<file path="src/rtl/octa16_pkg.sv">
// Shared definitions for the Octa16 add/subtract sequencer: op codes, FSM states,
// flag bit positions and the byte carry-out helper.
package octa16_pkg;

  localparam int W_BYTE = 8;

  localparam logic [1:0] OP_ADD = 2'b00;
  localparam logic [1:0] OP_SUB = 2'b01;
  localparam logic [1:0] OP_ADC = 2'b10;
  localparam logic [1:0] OP_SBC = 2'b11;

  localparam int FLAG_C = 3;
  localparam int FLAG_Z = 2;
  localparam int FLAG_V = 1;
  localparam int FLAG_N = 0;

  typedef enum logic [1:0] {
    ST_IDLE = 2'd0,
    ST_LO   = 2'd1,
    ST_HI   = 2'd2,
    ST_DONE = 2'd3
  } state_e;

  // adder_8 has no carry-out port; recover it from the MSB inputs and sum bit.
  function automatic logic carry_out(input logic a7, input logic b7, input logic s7);
    return (a7 & b7) | ((a7 | b7) & ~s7);
  endfunction

endpackage

</file>
<file path="src/rtl/adder_8.sv">
// Combinational 8-bit adder with carry-in; carry-out is derived by the caller.
module adder_8
  import octa16_pkg::*;
(
  input  logic [W_BYTE-1:0] a_i,
  input  logic [W_BYTE-1:0] b_i,
  input  logic              cin_i,
  output logic [W_BYTE-1:0] sum_o
);

  assign sum_o = a_i + b_i + {{(W_BYTE-1){1'b0}}, cin_i};

endmodule

</file>
<file path="src/rtl/add16_seq.sv">
// 16-bit add/subtract sequencer: one shared adder_8 used for a low-byte pass
// followed by a high-byte pass, producing {C,Z,V,N} and a persistent carry flag.
module add16_seq
  import octa16_pkg::*;
(
  input  logic        clk,
  input  logic        rst_n,
  input  logic        req_valid,
  output logic        req_ready,
  input  logic [1:0]  req_op,
  input  logic [15:0] req_a,
  input  logic [15:0] req_b,
  output logic        rsp_valid,
  input  logic        rsp_ready,
  output logic [15:0] rsp_result,
  output logic [3:0]  rsp_flags,
  output logic        carry_flag,
  output logic [1:0]  dbg_state_o
);

  // Handshakes: a transfer happens on a rising edge where valid & ready are both 1.
  // The request side is ready only in IDLE; the response is held in DONE until taken.

  state_e      state_q, state_d;
  logic [15:0] a_q, a_d;
  logic [15:0] b_q, b_d;        // second operand, already inverted for SUB/SBC
  logic        cin_q, cin_d;    // cin0 during LO, then the inter-byte carry c8
  logic [7:0]  sum_lo_q, sum_lo_d;
  logic [15:0] result_q, result_d;
  logic [3:0]  flags_q, flags_d;
  logic        carry_q, carry_d;

  logic [7:0]  add_a, add_b, add_sum;
  logic        add_cout;
  logic [15:0] full_sum;
  logic        accept;

  assign req_ready   = (state_q == ST_IDLE) & rst_n;
  assign accept      = req_valid & req_ready;
  assign rsp_valid   = (state_q == ST_DONE);
  assign rsp_result  = result_q;
  assign rsp_flags   = flags_q;
  assign carry_flag  = carry_q;
  assign dbg_state_o = state_q;

  // Adder inputs come only from registers, so req_* never reaches rsp_* combinationally.
  assign add_a    = (state_q == ST_HI) ? a_q[15:8] : a_q[7:0];
  assign add_b    = (state_q == ST_HI) ? b_q[15:8] : b_q[7:0];
  assign add_cout = carry_out(add_a[7], add_b[7], add_sum[7]);
  assign full_sum = {add_sum, sum_lo_q};

  adder_8 u_adder (
    .a_i  (add_a),
    .b_i  (add_b),
    .cin_i(cin_q),
    .sum_o(add_sum)
  );

  always_comb begin
    state_d  = state_q;
    a_d      = a_q;
    b_d      = b_q;
    cin_d    = cin_q;
    sum_lo_d = sum_lo_q;
    result_d = result_q;
    flags_d  = flags_q;
    carry_d  = carry_q;
    case (state_q)
      ST_IDLE: begin
        if (accept) begin
          state_d = ST_LO;
          a_d     = req_a;
          b_d     = req_op[0] ? ~req_b : req_b;
          case (req_op)
            OP_ADD:  cin_d = 1'b0;
            OP_SUB:  cin_d = 1'b1;
            default: cin_d = carry_q;
          endcase
        end
      end
      ST_LO: begin
        state_d  = ST_HI;
        sum_lo_d = add_sum;
        cin_d    = add_cout;
      end
      ST_HI: begin
        state_d         = ST_DONE;
        result_d        = full_sum;
        flags_d[FLAG_C] = add_cout;
        flags_d[FLAG_Z] = (full_sum == 16'h0000);
        flags_d[FLAG_V] = (a_q[15] == b_q[15]) & (full_sum[15] != a_q[15]);
        flags_d[FLAG_N] = full_sum[15];
        carry_d         = add_cout;
      end
      ST_DONE: begin
        if (rsp_ready) state_d = ST_IDLE;
      end
      default: state_d = ST_IDLE;
    endcase
  end

  always_ff @(posedge clk) begin
    if (!rst_n) begin
      state_q  <= ST_IDLE;
      a_q      <= '0;
      b_q      <= '0;
      cin_q    <= 1'b0;
      sum_lo_q <= '0;
      result_q <= '0;
      flags_q  <= '0;
      carry_q  <= 1'b0;
    end else begin
      state_q  <= state_d;
      a_q      <= a_d;
      b_q      <= b_d;
      cin_q    <= cin_d;
      sum_lo_q <= sum_lo_d;
      result_q <= result_d;
      flags_q  <= flags_d;
      carry_q  <= carry_d;
    end
  end

endmodule

</file>
<file path="config.mk">
export PLATFORM = sky130hd
export DESIGN_NAME = add16_seq
export DESIGN_NICKNAME = d
export VERILOG_FILES = /design/src/rtl/octa16_pkg.sv /design/src/rtl/adder_8.sv /design/src/rtl/add16_seq.sv
export SDC_FILE = /design/constraint.sdc
export NUM_CORES = 1
export LEC_CHECK = 0
export CELL_PAD_IN_SITES_DETAIL_PLACEMENT = 1
export CELL_PAD_IN_SITES_GLOBAL_PLACEMENT = 1
export CORE_MARGIN = 2
export CORE_UTILIZATION = 40
export CTS_BUF_LIST = sky130_fd_sc_hd__clkbuf_8
export CTS_CLUSTER_DIAMETER = 80
export CTS_CLUSTER_SIZE = 30
export DETAILED_ROUTE_END_ITERATION = 16
export PLACE_DENSITY = 0.83
export SKIP_LAST_GASP = 1
export SYNTH_ARGS = -nofsm -noshare
export SYNTH_HDL_FRONTEND = slang
export SYNTH_SLANG_ARGS = --single-unit
</file>
<file path="constraint.sdc">
create_clock -name clk -period 5 [get_ports clk]
set_input_delay 0.75 -clock clk [delete_from_list [all_inputs] [get_ports clk]]
set_output_delay 0.75 -clock clk [all_outputs]
set_load 0.02 [all_outputs]
</file>
==> metrics.cfg <==
[clocking]
cts_tree = built
post-cts-setup-buffers = 0
h-tree-depth = 3
cts_root_buf = clkbuf_8
cts_inserted_buffers = 9
path_clk_slew_ps = 70
hold_buffers = 0
clock_path_buffers = 2
post_cts_resized = 0
worstSkewPairLatency_ps = 350
cts.sinks = 62

[detailed_routing]
vias = 2442
drc = 0
drt-total-wl_mm = 7.40
ant_nets = 0
wire_per_inst_um = 15.2
drtIter0Drc = 78
vias_per_cell = 5.01
dr.pass1.iters = 4

[power_and_ir_drop]
p_leak_nw = 1.51
seq_power_share_pct = 35.2
p_clk_share_pct = 25.8
comb_power_share_pct = 39.0
irDropWorstVdd_uv = 194
swShare_pct = 35.4
netSwitchingPower_w = 0.000676
power_density_nw_per_um2 = 496
p_int_w = 0.00123

[global_route]
grt_max_degree = 50
grtUsageMet2_pct = 32.5
use_met3_pct = 4.26
grt_pass1_vias = 2611
grt.overflow.total = 0
grtUsageTotal_pct = 19.2
grt_use_met1_pct = 22.6
grt_pass1_wl_mm = 12.5
grt_antenna_before_repair = 0
busiest_layer = met2

[min_path]
min_from = a_q[5]
hold_class = reg -> reg
whs_endpoint = a_q[5]
hold_depth = 2

[die]
start_util_pct = 41.3
die_x_um = 90.6
core_area_um2 = 7250
die_h_um = 90.6
rows = 31
dieArea_um2 = 8200
io_pins = 63

[logic_synthesis]
synth_edf_count = 0
synthFlopType = dfxtp_1
synthAdderAreaFrac_pct = 6.59
ys.warnings.count = 0
synth_mux_area_share_pct = 13.0
ys_ff_latch = 62
netlist_area_um2 = 3000
synth_top_family_by_area = simple AND/OR/NAND/NOR gates
synth_compound_area_share_pct = 8.31
synth_cell_types = 39
synth_xor_area_share_pct = 5.55
syn_area_per_cell_um2 = 9.03
async_flop_share_pct = 0
netlist_instances = 332
ys_seq_area_share_pct = 41.4
synth-simple-area-share_pct = 19.7
synth_fp_nets = 384

[timing]
drv_slew = 0
rsz0062_at_grt = no
finalHoldViolCount = 0
tns_ps = 0
clock.fmax_mhz = 237
finalSetupViolCount = 0
worst_slew_pin_slew_ps = 907
fin_crit_ps = 4220
fin_crit_sh_pct = 84.4
fin_worst_skew_ps = 6.37
maxSlewHeadroom_pct = 39.5

[worst_setup_path]
critPathBufInv = 1
r2r_slack_ps = 780
critPathKind = reg -> reg
worstPathCellList = inv_1 > ha_2 > mux2_2 > ha_1 > o21ai_1 > a21oi_1 > o311ai_1 > nand2b_1 > a21o_1 > fa_1 > or3b_2 > a311oi_1
crit_path_max_fanout = 24
critical_path.max_stage_delay_ps = 580
slowest_stage = fa_1
crit_path_end_kind = flop
r2r-start = dbg_state_o[0]
cp-start-kind = flop
cp.arrival_ps = 4460
critical_path_required_ps = 5240
reg2reg_depth = 12
timing.rr.end = rsp_flags[1]
critical-path-top-delay-family = adder cells

[place]
placed_cells = 472
hpwl_mm = 5.46
io_buffers = 62
place.gp.congestion = 0.850

[cells_and_area]
drive_gt1_share_pct = 10.1
n_antenna_cell = 0
syn_to_final_growth_pct = 28.6
layout_common_cells = dfxtp_1, clkdlybuf4s50_1, nand3_1, nor2_1, nand2_1
fillCellCount = 868
layoutNonFillerInstCount = 487
nNetsFinal = 436

[run_status]
outcome = finished clean

[run]
drv_cap = 0

## cells by family after synthesis
family | count (synthesis)
simple gates | 127
flops | 62
compound gates | 41
mux | 37
buf+inv | 32
xor+xnor | 19
fa+ha+maj | 14
## routing by layer
| layer | share of wire [%] | routed length [µm] |
|---|---|---|
| met1 | 45 | 3330 |
| met5 | 0 | 0 |
| met2 | 48 | 3560 |
| met3 | 3.4 | 252 |
| met4 | 3.5 | 259 |
## state kept, by name, indices dropped and copies added, names as in the netlist
name	cells
dbg_state_o	2
b_q	16
rsp_flags	4
sum_lo_q	8
cin_q	1
a_q	16
rsp_result	15
## power by group through the flow
stage               sequential, W  combinational (W)  clock, W
floorplan                0.000685           0.000514         0
global placement         0.000679           0.000714         0
detailed placement       0.000681           0.000742         0
CTS                      0.000673           0.000750  0.000505
global route             0.000685           0.000823  0.000530
finish                   0.000673           0.000745  0.000493
## worst reg2reg max path, delay by kind of cell (launching register included)
family | cells | cell delay (ps)
flip-flops | 1 | 360
AO/OA/AOI/OAI | 5 | 1150
adder cells (fa/ha/maj) | 3 | 1500
buffers and inverters | 1 | 130
multiplexers | 1 | 410
AND/OR/NAND/NOR | 2 | 580
## how the worst max path moves through the flow
stage | slack [ps] | cells after the start | endpoint | from
final | 780 | 12 | rsp_flags[1] | dbg_state_o[0]
after floorplan | 1050 | 14 | rsp_flags[1] | dbg_state_o[0]
after global placement | 1040 | 12 | rsp_flags[1] | dbg_state_o[0]
after detailed placement | 800 | 12 | rsp_flags[1] | dbg_state_o[0]
after global routing | 420 | 12 | rsp_flags[1] | dbg_state_o[0]
after CTS | 780 | 12 | rsp_flags[1] | dbg_state_o[0]
## cell type report
class / count / area [µm²] / share of cell area, %
Inverter: 8 / 30.0 / 0.779
Sequential cell: 62 / 1240 / 32.2
Multi-Input combinational cell: 238 / 1600 / 41.4
Timing Repair Buffer: 65 / 643 / 16.7
Clock inverter: 4 / 70.1 / 1.82
Clock buffer: 11 / 151 / 3.93
Tap cell: 99 / 124 / 3.21
## metrics by stage
stage	util, %	power [W]	hold slack (ps)	instance area [µm²]	setup WS (ps)
finish	53.1	0.00191	463	3850	781
detailed placement	50.1	0.00142	452	3630	803
CTS	53.1	0.00193	469	3850	780
global route	53.1	0.00204	493	3850	420
global placement	50.1	0.00139	447	3630	1040
floorplan	-	0.00120	431	3000	1050
## synthesized netlist by cell type, types with 2 or more instances
cell type,number,area (µm²)
a211oi_1,5,37.5
a21o_1,2,15.0
a21oi_1,9,45.0
a311oi_1,2,17.5
buf_1,3,11.3
buf_2,5,25.0
buf_4,2,15.0
clkbuf_1,11,41.3
clkbuf_8,3,41.3
dfxtp_1,62,1240
fa_1,3,60.1
ha_1,11,138
inv_1,8,30.0
mux2_2,15,169
mux2i_1,22,220
nand2_1,35,131
nand2b_1,5,31.3
nand3_1,37,185
nor2_1,36,135
nor2b_1,2,12.5
o21ai_0,18,90.1
o311ai_1,2,17.5
xnor2_1,17,149
xor2_1,2,17.5
Note: power is estimated with default switching activity, not from simulation.
